## src/rtl/alu_issue_pkg.sv

```systemverilog
// Shared ALU definitions: opcode encodings, operand-select encodings and issue FSM states.
package alu_defs;

    typedef enum logic [4:0] {
        ALU_ADD  = 5'b00000,
        ALU_SUB  = 5'b00010,
        ALU_SLT  = 5'b00100,
        ALU_SLTU = 5'b00101,
        ALU_AND  = 5'b01001,
        ALU_OR   = 5'b01010,
        ALU_XOR  = 5'b01011,
        ALU_SLL  = 5'b01110,
        ALU_SRL  = 5'b01111,
        ALU_SRA  = 5'b10000,
        ALU_SRC0 = 5'b10001,
        ALU_SRC1 = 5'b10010
    } alu_op_e;

    localparam logic SEL_REG = 1'b0;
    localparam logic SEL_PC  = 1'b1;
    localparam logic SEL_IMM = 1'b1;

    typedef enum logic {
        ST_RUN  = 1'b0,
        ST_HOLD = 1'b1
    } issue_state_e;

endpackage

```

## src/rtl/alu_issue_fwd_mux.sv

```systemverilog
// Per-source operand bypass: EX result, then MEM writeback, then register file.
// Also flags a load-use hazard when the EX producer is a load.
module fwd_mux #(
    parameter int unsigned XLEN    = 32,
    parameter int unsigned RADDR_W = 5
) (
    input  logic [RADDR_W-1:0] rs,
    input  logic [XLEN-1:0]    rf_data,
    input  logic               used,
    input  logic               ex_wen,
    input  logic               ex_is_load,
    input  logic [RADDR_W-1:0] ex_rd,
    input  logic [XLEN-1:0]    ex_res,
    input  logic               mem_wen,
    input  logic [RADDR_W-1:0] mem_rd,
    input  logic [XLEN-1:0]    mem_wdata,
    output logic [XLEN-1:0]    data,
    output logic               load_hazard
);

    logic ex_match;
    logic mem_match;

    always_comb begin
        ex_match    = ex_wen && (ex_rd == rs);
        mem_match   = mem_wen && (mem_rd == rs);
        load_hazard = used && ex_match && ex_is_load && (ex_rd != '0);

        // A load in EX never forwards; the stall lets MEM supply it next cycle.
        if (rs == '0)
            data = '0;
        else if (ex_match && !ex_is_load)
            data = ex_res;
        else if (mem_match)
            data = mem_wdata;
        else
            data = rf_data;
    end

endmodule

```

## src/rtl/alu_issue.sv

```systemverilog
// ALU issue stage: operand select/forwarding, load-use stall, valid/ready
// handshake with hold and flush, registered operands for EX.
module alu_issue
    import alu_defs::*;
#(
    parameter int unsigned XLEN    = 32,
    parameter int unsigned RADDR_W = 5
) (
    input  logic               clk,
    input  logic               rst,
    input  logic               flush,
    input  logic               in_valid,
    output logic               in_ready,
    input  logic [4:0]         in_op,
    input  logic               in_sel0,
    input  logic               in_sel1,
    input  logic [RADDR_W-1:0] in_rs0,
    input  logic [RADDR_W-1:0] in_rs1,
    input  logic [RADDR_W-1:0] in_rd,
    input  logic               in_wen,
    input  logic [XLEN-1:0]    in_pc,
    input  logic [XLEN-1:0]    in_imm,
    input  logic [XLEN-1:0]    rf_rdata0,
    input  logic [XLEN-1:0]    rf_rdata1,
    input  logic               ex_wen,
    input  logic               ex_is_load,
    input  logic [RADDR_W-1:0] ex_rd,
    input  logic [XLEN-1:0]    ex_res,
    input  logic               mem_wen,
    input  logic [RADDR_W-1:0] mem_rd,
    input  logic [XLEN-1:0]    mem_wdata,
    output logic               out_valid,
    input  logic               out_ready,
    output logic [XLEN-1:0]    alu_src0,
    output logic [XLEN-1:0]    alu_src1,
    output logic [4:0]         alu_op,
    output logic [RADDR_W-1:0] out_rd,
    output logic               out_wen
);

    issue_state_e     state;
    logic [XLEN-1:0]  fwd0;
    logic [XLEN-1:0]  fwd1;
    logic             haz0;
    logic             haz1;
    logic             hazard;
    logic             transfer;

    fwd_mux #(.XLEN(XLEN), .RADDR_W(RADDR_W)) u_fwd0 (
        .rs          (in_rs0),
        .rf_data     (rf_rdata0),
        .used        (in_sel0 == SEL_REG),
        .ex_wen      (ex_wen),
        .ex_is_load  (ex_is_load),
        .ex_rd       (ex_rd),
        .ex_res      (ex_res),
        .mem_wen     (mem_wen),
        .mem_rd      (mem_rd),
        .mem_wdata   (mem_wdata),
        .data        (fwd0),
        .load_hazard (haz0)
    );

    fwd_mux #(.XLEN(XLEN), .RADDR_W(RADDR_W)) u_fwd1 (
        .rs          (in_rs1),
        .rf_data     (rf_rdata1),
        .used        (in_sel1 == SEL_REG),
        .ex_wen      (ex_wen),
        .ex_is_load  (ex_is_load),
        .ex_rd       (ex_rd),
        .ex_res      (ex_res),
        .mem_wen     (mem_wen),
        .mem_rd      (mem_rd),
        .mem_wdata   (mem_wdata),
        .data        (fwd1),
        .load_hazard (haz1)
    );

    // HOLD implies out_valid, so the same ready term covers both states.
    always_comb begin
        hazard   = haz0 || haz1;
        in_ready = !flush && !hazard &&
                   ((state == ST_RUN) ? (!out_valid || out_ready) : out_ready);
        transfer = in_valid && in_ready;
    end

    always_ff @(posedge clk or posedge rst) begin
        if (rst) begin
            state     <= ST_RUN;
            out_valid <= 1'b0;
            alu_src0  <= '0;
            alu_src1  <= '0;
            alu_op    <= ALU_ADD;
            out_rd    <= '0;
            out_wen   <= 1'b0;
        end else if (flush) begin
            state     <= ST_RUN;
            out_valid <= 1'b0;
            out_wen   <= 1'b0;
        end else if (transfer) begin
            state     <= ST_RUN;
            out_valid <= 1'b1;
            alu_src0  <= (in_sel0 == SEL_PC)  ? in_pc  : fwd0;
            alu_src1  <= (in_sel1 == SEL_IMM) ? in_imm : fwd1;
            alu_op    <= in_op;
            out_rd    <= in_rd;
            out_wen   <= in_wen;
        end else if (out_valid && out_ready) begin
            state     <= ST_RUN;
            out_valid <= 1'b0;
        end else if (out_valid) begin
            state     <= ST_HOLD;
        end
    end

endmodule

```

## config.mk

```make
export PLATFORM = sky130hd
export DESIGN_NAME = alu_issue
export DESIGN_NICKNAME = d
export VERILOG_FILES = /design/src/rtl/alu_issue_pkg.sv /design/src/rtl/alu_issue_fwd_mux.sv /design/src/rtl/alu_issue.sv
export SDC_FILE = /design/constraint.sdc
export NUM_CORES = 1
export LEC_CHECK = 0
export BUFFER_PORTS_ARGS = -buffer_cell sky130_fd_sc_hd__buf_2
export CAP_MARGIN = 20
export CORE_MARGIN = 5
export CORE_UTILIZATION = 43
export DETAILED_ROUTE_END_ITERATION = 10
export PLACE_DENSITY_LB_ADDON = 0.25
export SYNTH_ARGS = -nofsm -noshare
export SYNTH_HDL_FRONTEND = slang
export SYNTH_SLANG_ARGS = --single-unit
```

## constraint.sdc

```tcl
create_clock -name clk -period 2.22 [get_ports clk]
set_input_delay 0.222 -clock clk [delete_from_list [all_inputs] [get_ports clk]]
set_output_delay 0.222 -clock clk [all_outputs]
set_load 0.005 [all_outputs]
```

==> impl.org, run 1 <==
** Power
- Worst supply voltage drop on vdd :: 412 uV
- Of the total power, combinational logic draws 33.6%.
- Reg power frac :: 36.3%
- Summed over all cells, the static leakage comes to 3.95 nW.
- Net switching is 33.4% of the power.
- Internal power :: 3.35 mW
- Power density of the placed cells :: 604 nW/um^2
- Power share of the clock group :: 30.1%
- Switching power :: 1.68 mW

** Synth
- Synthesized area per cell :: 8.76 um^2
- Number of standard cells after synthesis :: 706
- The mapped netlist covers 6180 um^2.
- Number of distinct standard cells referenced by the synthesized netlist :: 36
- Share of the synthesized area in the top cell type :: 31.2%
- The synthesized design contains 77 register bits.
- Synthesized net count :: 939
- By area the synthesized netlist is led by dfrtp_1 31%, a31oi_2 12%, o31ai_1 7.8%, a21boi_0 7.5%, a31oi_1 6.9%.
- Library cell occupying the most area in the post-synthesis netlist :: dfrtp_1
- After synthesis, flip-flops and latches occupy 31.2% of the total area.
- During synthesis, Yosys emitted a total of 0 warnings.

** Flow run
- Maximum Capacitance Violations :: 0

** CTS
- Buffers inserted during clock tree synthesis total 9.
- TritonCTS built the clock tree.
- Root buffer selected by CTS :: clkbuf_16
- Number of buffers on the longest clock path :: 2
- Clock input transition at the sequential cells of the worst setup and hold paths :: 60 ps
- Once the clock tree was built, the resizer swapped 0 gates to a different size.
- Clock latency on the worst-skew pair :: 340 ps
- The clock net in this run drives a total of 77 sinks.
- The H-tree was split into 3 levels.

** Global route
- The first global-routing pass estimated 39.3 mm of wire.
- Vias in the first global route :: 7224
- The total overflow left after global routing is 0.
- The initial antenna violation count was 3.
- Overall fraction of global-route tracks in use :: 30.0%
- Pin count of the biggest net entering global routing :: 67

** STA
- For the final database, setup skew stands at 6.07 ps.
- Count of final setup violators :: 0
- The routed design could run at a clock period as short as 2010 ps.
- The number of pins with negative max-slew slack in the final report is 0.
- Measured against its own limit, the worst slew margin works out to 65.0%.
- Final worst hold slack :: 98.7 ps
- Setup Total Neg Slack :: 0 ps
- Worst Tran Pin Value :: 521 ps
- Unrepaired setup endpoints after global routing :: false
- Hold violation count in the final report :: 0
- Max Clk Rate :: 497 MHz
- Post-route clock period utilization :: 90.6%

** Route
- Count of nets left with antenna violations after detail routing :: 0
- For this block, the routed nets add up to 26.0 mm of wire.
- First DRT Iteration DRCs :: 873
- Vias after detailed routing :: 7280
- In the routed design, unresolved DRC markers number 0.
- The first TritonRoute pass finished after 6 iterations.
- Post-DR wirelength/cell :: 22.4 um
- Via count normalized by instance count :: 6.26

** Hold path
- Hold Crit Class :: input port to register

** Floorplan
- The floorplan step set the die width to 130 um.
- Area of the die :: 16900 um^2
- The region available for standard cell placement spans 14000 um^2.
- Number of top-level pins :: 310
- # rows :: 43
- From bottom edge to top edge, the die measures 130 um.
- Initial cell density of the core :: 44.2%

** Setup path
- STA puts the critical path data arrival time at 2220 ps.
- Type of element launching the critical path :: register
- Maximum net fanout on the critical path :: 26
- Category of the critical setup timing path :: register to register
- Required time of the critical path :: 2430 ps
- Critical Path Sink Type :: register

** Place
- After detailed placement, the total cell area comes to 8020 um^2.
- At the end of routability-driven placement, the weighted congestion stood at 0.921.
- After legalization and detailed placement, the total HPWL measured 19.2 mm.
- Count of input and output buffers :: 309

** Cells and area
- The finished cells cover 8340 um^2.
- The filler cells instantiated in the layout total 1254.
- Area taken by multi-input logic gates :: 3910 um^2
- End-of-flow core utilization :: 59.6%
- Area occupied by registers :: 1930 um^2
- Layout overhead on the synthesized area :: 34.8%
- Fraction of final layout cells sized beyond drive strength 1 :: 45.4%
- Number of nets in the finished design :: 1208

** Run status
- The flow ran to the end, and the final reports show no timing, DRC or antenna violations.
[timing repair]
action	4_1_cts	5_1_grt
hold buffers	1	0
setup buffers	0	0
hold endpoints to repair	13	0
[path summary, 6_finish.rpt]
kind | from | to | cells after the start | slack [ps]
worst min register to register | alu_op[3] | alu_op[3] | 1 | 490
worst max register to register | out_valid | alu_src0[0] | 7 | 210
worst max-delay path | out_valid | alu_src0[0] | 7 | 210
max in group asynchronous | rst | alu_src1[19] | 4 | 1240
worst min-delay path | in_op[2] | alu_op[2] | 2 | 100
min in group asynchronous | rst | alu_src1[5] | 3 | 370
[flip-flops by register name, indices dropped and copies added (netlist names)]
signal,count
alu_op,5
alu_src0,32
alu_src1,32
out_rd,5
out_valid,1
out_wen,1
state,1
[logic make-up after synthesis]
logic type	share of synthesized area, %
multiplexers	2.31
XOR/XNOR	2.97
flip-flops	31.2
AND/OR/NAND/NOR	15.5
buffers and inverters	6.72
AO/OA/AOI/OAI	41.3
[cell usage in the layout (no fill, tap or decap), types with 2 or more instances in the layout]
| cell | netlist | final |
|---|---|---|
| or4_1 | 2 | 2 |
| and3_1 | 64 | 64 |
| buf_2 | 8 | 309 |
| xnor2_1 | 4 | 2 |
| xor2_1 | 17 | 17 |
| nor4_4 | 4 | 4 |
| nor2_1 | 34 | 34 |
| mux2_1 | 2 | 2 |
| diode_2 | 0 | 3 |
| o31ai_1 | 64 | 64 |
| a31oi_1 | 68 | 68 |
| o21bai_4 | 0 | 2 |
| a21boi_1 | 2 | 2 |
| xnor2_2 | 0 | 2 |
| buf_12 | 0 | 12 |
| a31oi_2 | 60 | 60 |
| nand2_1 | 65 | 65 |
| a21oi_1 | 65 | 65 |
| dfrtp_1 | 77 | 77 |
| buf_4 | 0 | 22 |
| and2_2 | 0 | 3 |
| clkbuf_16 | 0 | 9 |
| clkinv_2 | 0 | 4 |
| a21boi_0 | 62 | 62 |
| mux2_4 | 8 | 8 |
[power by group through the flow]
| stage | Clock [mW] | Combinational [mW] | Sequential, mW |
|---|---|---|---|
| after floorplan | 0 | 0.861 | 1.86 |
| after global placement | 0 | 1.66 | 1.85 |
| after detailed placement | 0 | 1.69 | 1.85 |
| after CTS | 1.53 | 1.69 | 1.83 |
| after global routing | 1.60 | 1.84 | 1.86 |
| final | 1.52 | 1.69 | 1.83 |
[final cells by class]
class                   count  area share [%]
multi-input cells         541            46.9
clock inverters             6           0.735
well taps                 180            2.70
clock buffers              10            2.87
inverters                   2           0.105
flip-flops and latches     77            23.1
diodes                      3          0.0900
repair buffers            344            23.5
[layer usage]
layer	wire, um	share of wire [%]	track usage, %
met2	12100	46	48.9
met3	3010	12	6.10
met5	0	0	0
met4	921	3.5	12.3
met1	9990	38	39.1
[synthesized netlist by cell type]
cell type   n
or4_1       2
buf_8       2
and3b_1     1
nand2b_1    1
a21boi_1    2
mux2_4      8
and3_1     64
nor4_1      1
a211oi_1    1
nand3b_1    1
nand2_1    65
a31oi_1    68
nor4_4      4
a21bo_2     1
xor2_1     17
o21ba_1     1
clkbuf_1   69
a31oi_2    60
inv_1       2
o31ai_1    64
xnor2_1     4
mux2_1      2
a21boi_0   62
a32oi_2     1
buf_2       8
a2111oi_4   1
a21o_1      1
buf_6       7
nor2_1     34
and4b_1     1
and2_1      5
o21bai_1    2
nand3_1     1
nor3b_2     1
a21oi_1    65
dfrtp_1    77
[stage by stage]
step                setup slack (ps)  std cells  power (mW)
CTS                              184       1160        5.05
detailed placement              76.5       1143        3.54
global route                     101       1163        5.29
finish                           210       1163        5.04
global placement                 136       1143        3.50
floorplan                       31.3        706        2.72
[worst max-delay path, cell delays in order (launching register included)]
cell and delay, ps:
dfrtp_1 440, nor2_1 260, o21ba_1 200, and2_2 230
and2_4 200, buf_12 220, buf_4 220, a31oi_2 90
Note: power is estimated with default switching activity, not from simulation.
==> run 2: changes to the inputs <==
--- a/config.mk
+++ b/config.mk
@@ -7,7 +7,8 @@
 export LEC_CHECK = 0
 export BUFFER_PORTS_ARGS = -buffer_cell sky130_fd_sc_hd__buf_2
 export CAP_MARGIN = 20
-export CORE_MARGIN = 5
+export CORE_ASPECT_RATIO = 0.75
+export CORE_MARGIN = 2
 export CORE_UTILIZATION = 43
 export DETAILED_ROUTE_END_ITERATION = 10
 export PLACE_DENSITY_LB_ADDON = 0.25
==> run 2 against run 1 <==
Clock-buffer cell count did not move. Highest routed layer unchanged. Largest cell class unchanged. Wire length fell by 6.8%. Largest power group unchanged. Combinational power barely moved.
==> impl.org, run 2 (synthesized netlist as in run 1, its figures left out) <==
** Run status
- Outcome: complete, no violations (unchanged).

** STA
- The number of pins with negative max-slew slack in the final report was 0 (unchanged).
- The post-route clock skew was 10.2 ps (was 6.07 ps).
- The count of final hold-check violations came to 0 (unchanged).
- The final period utilization came to 85.3% (was 90.6%).
- Final critical-path required period :: 1890 ps (was 2010 ps)
- The timing-limited maximum frequency is 528 MHz (was 497 MHz).
- The summed negative setup slack over all endpoints is 0 ps (unchanged).
- Count of final setup violators :: 0 (unchanged)
- Unrepaired setup endpoints after global routing :: false (unchanged)
- The worst slew margin relative to its limit is 62.1% (was 65.0%).
- The minimum setup slack in the final design came to 326 ps (was 210 ps).
- The slew at the pin with the worst max-slew slack was 568 ps (was 521 ps).

** CTS
- CTS sink cnt :: 77 (unchanged)
- Clock H-tree levels :: 3 (unchanged)
- Clock latency on the worst-skew pair :: 340 ps (about the same)
- The total CTS buffers came to 9 (unchanged).
- The cell at the root of the clock tree is clkbuf_16 (unchanged).
- The clock tree buffer depth is 2 (unchanged).
- The clock transition time at the flip-flop clock pins of the worst setup and hold paths is 60 ps (about the same).
- Resize count post-CTS :: 0 (unchanged)
- TritonCTS clock tree :: yes (unchanged)

** Route
- The number of search-and-repair iterations in the first detailed-routing pass came to 5 (was 6).
- Vias after detailed routing :: 6991 (was 7280)
- The remaining design rule violation count is 0 (unchanged).
- Count of nets left with antenna violations after detail routing :: 0 (unchanged)
- Post-DR wirelength/cell :: 20.9 um (was 22.4 um)
- The number of vias per cell came to 6.02 (was 6.26).
- Sum of routed wire length over all layers :: 24.3 mm (was 26.0 mm)
- The violation count after the first detailed-route iteration is 658 (was 873).

** Power
- The internal power of the cells came to 3.37 mW (was 3.35 mW).
- Reg power frac :: 36.2% (was 36.3%)
- The power density over the cells came to 601 nW/um^2 (was 604 nW/um^2).
- The net switching power figure was 1.68 mW (about the same).
- Sw Ratio :: 33.3% (was 33.4%)
- Logic gate share of total power :: 33.2% (was 33.6%)
- Power share of the clock group :: 30.7% (was 30.1%)
- The leakage power total was 3.98 nW (was 3.95 nW).
- Final Power :: 5.06 mW (was 5.04 mW)
- The maximum VDD drop came to 367 uV (was 412 uV).

** Global route
- Initial antenna violation count :: 3 (unchanged)
- Overall fraction of global-route tracks in use :: 30.7% (was 30.0%)
- The pin count of the biggest net entering global routing came to 67 (unchanged).
- Vias in the first global route :: 6524 (was 7224)
- The first-pass GRT wire length was 36.2 mm (was 39.3 mm).
- Total gr overflow :: 0 (unchanged)

** Setup path
- Required time of the critical path :: 2000 ps (was 2430 ps)
- Critical Path Sink Type :: output pin (was register)
- Worst endpoint data arrival time :: 1670 ps (was 2220 ps)
- Type of element launching the critical path :: input port (was register)
- The family with the most delay on the worst path was simple AND/OR/NAND/NOR gates (unchanged).
- Critical path buffer and inverter count :: 3 (was 2)
- Maximum net fanout on the critical path :: 5 (was 26)
- Reg2Reg Launch Point :: out_valid (unchanged)
- Start point of the critical path :: ex_rd[1] (was out_valid)
- Category of the critical setup timing path :: input port to output pin (was register to register)
- Crit-path cells: buf_2 -> nor4_1 -> a211oi_1 -> a32oi_4 -> buf_4 -> and2_1 -> buf_2 (was nor2_1 -> o21ba_1 -> and2_2 -> and2_4 -> buf_12 -> buf_4 -> a31oi_2).
- The library cell contributing the largest single delay on the critical path was nor4_1 (was dfrtp_1).
- The most numerous cell type found on the critical path is buf_2.
- Largest incremental delay on the critical path :: 400 ps (was 440 ps)
- Worst R2R Setup Slack :: 340 ps (was 210 ps)

** Place
- Final weighted congestion in routability-driven placement :: 0.975 (was 0.921)
- Count of input and output buffers :: 309 (unchanged)
- Post-placement setup slack :: 153 ps (was 76.5 ps)
- The placed wire-length estimate after detailed placement came to 17.7 mm (was 19.2 mm).

** Floorplan
- The count of boundary I/O pins is 310 (unchanged).
- The cell row count was 37 (was 43).
- Initial cell density of the core :: 44.5% (was 44.2%)
- The overall die height is 108 um (was 130 um).
- The core box area came to 13900 um^2 (was 14000 um^2).
- The area enclosed by the die boundary was 15400 um^2 (was 16900 um^2).
- Die Wd :: 142 um (was 130 um)

** Hold path
- Hold Crit Class :: input port to register (unchanged)
- The critical hold path startpoint was flush (was in_op[2]).

** Cells and area
- Registers with the most flip-flops :: alu_src0 x32, alu_src1 x32 (unchanged)
- Number of inserted filler cells in the final layout :: 1245 (was 1254)
- Most common cell after layout, fill and taps aside :: buf_2 (unchanged)
- Layout overhead on the synthesized area :: 36.1% (was 34.8%)
- Number of nets in the finished design :: 1212 (was 1208)
- Highest-count cells in the layout ignoring fill and taps: 309 x buf_2, 77 x dfrtp_1, 68 x a31oi_1 (unchanged).
- The fraction of layout instances using a drive strength above 1 is 45.6% (was 45.4%).

** Flow run
- The reported max-cap violation count came to 0 (unchanged).
[run 2: changes by cell type in the layout (fill, tap and decap cells not counted), sizes merged]
cell | before | now
buf | 343 | 347
clkinv | 4 | 2
clkinvlp | 1 | 2
inv | 2 | 3
[run 2: repair_timing]
action / in CTS / in global routing
buffers inserted: 0 / 0
hold buffers: 1 / 0
endpoints found under the hold margin: 32 / 0
[run 2: metal layers]
| metal | up-vias | share of wire [%] | global-route usage, % |
|---|---|---|---|
| li1 | 3231 | - | - |
| met1 | 3271 | 43 | 42.9 |
| met2 | 426 | 45 | 47.4 |
| met3 | 63 | 10 | 6.23 |
| met4 | 0 | 2.6 | 10.3 |
| met5 | - | 0 | 0 |
[run 2: worst paths after layout]
path                       cells past startpoint            to
hold reg to reg                                1     alu_op[3]
max in group asynchronous                      4  alu_src1[30]
setup reg to reg                               6     alu_op[2]
setup / recovery                               7      in_ready
hold / removal                                 2         state
min in group asynchronous                      3     alu_op[1]
[run 2: power groups by stage]
stage / Combinational (mW) / Sequential (mW) / Clock, mW
detailed placement: 1.67 / 1.85 / 0
finish: 1.68 / 1.83 / 1.55
CTS: 1.67 / 1.83 / 1.57
global placement: 1.65 / 1.85 / 0
global route: 1.82 / 1.86 / 1.64
floorplan: 0.861 / 1.86 / 0
[run 2: stage by stage]
| step | cells | cell area, um^2 | hold slack (ps) | util, % |
|---|---|---|---|---|
| 6_report | 1162 | 8420 | 107 | 60.6 |
| 5_1_grt | 1161 | 8410 | 99.8 | 60.6 |
| 4_1_cts | 1159 | 8410 | 98.2 | 60.5 |
| 3_5_place_dp | 1142 | 8090 | 288 | 58.3 |
| 3_3_place_gp | 1142 | 8090 | 286 | 58.3 |
| 2_1_floorplan | 706 | 6180 | 279 | - |
[run 2: area by class of cell]
class                      count  area (um^2)  area share [%]
clock buffer                  10          239            2.84
tap                          175          219            2.60
inverter                       2         8.76           0.104
multi-input combinational    541         3910            46.4
antenna                        3         7.51          0.0892
timing repair buffer         348         2040            24.3
sequential                    77         1930            22.9
clock inverter                 6         67.6           0.803
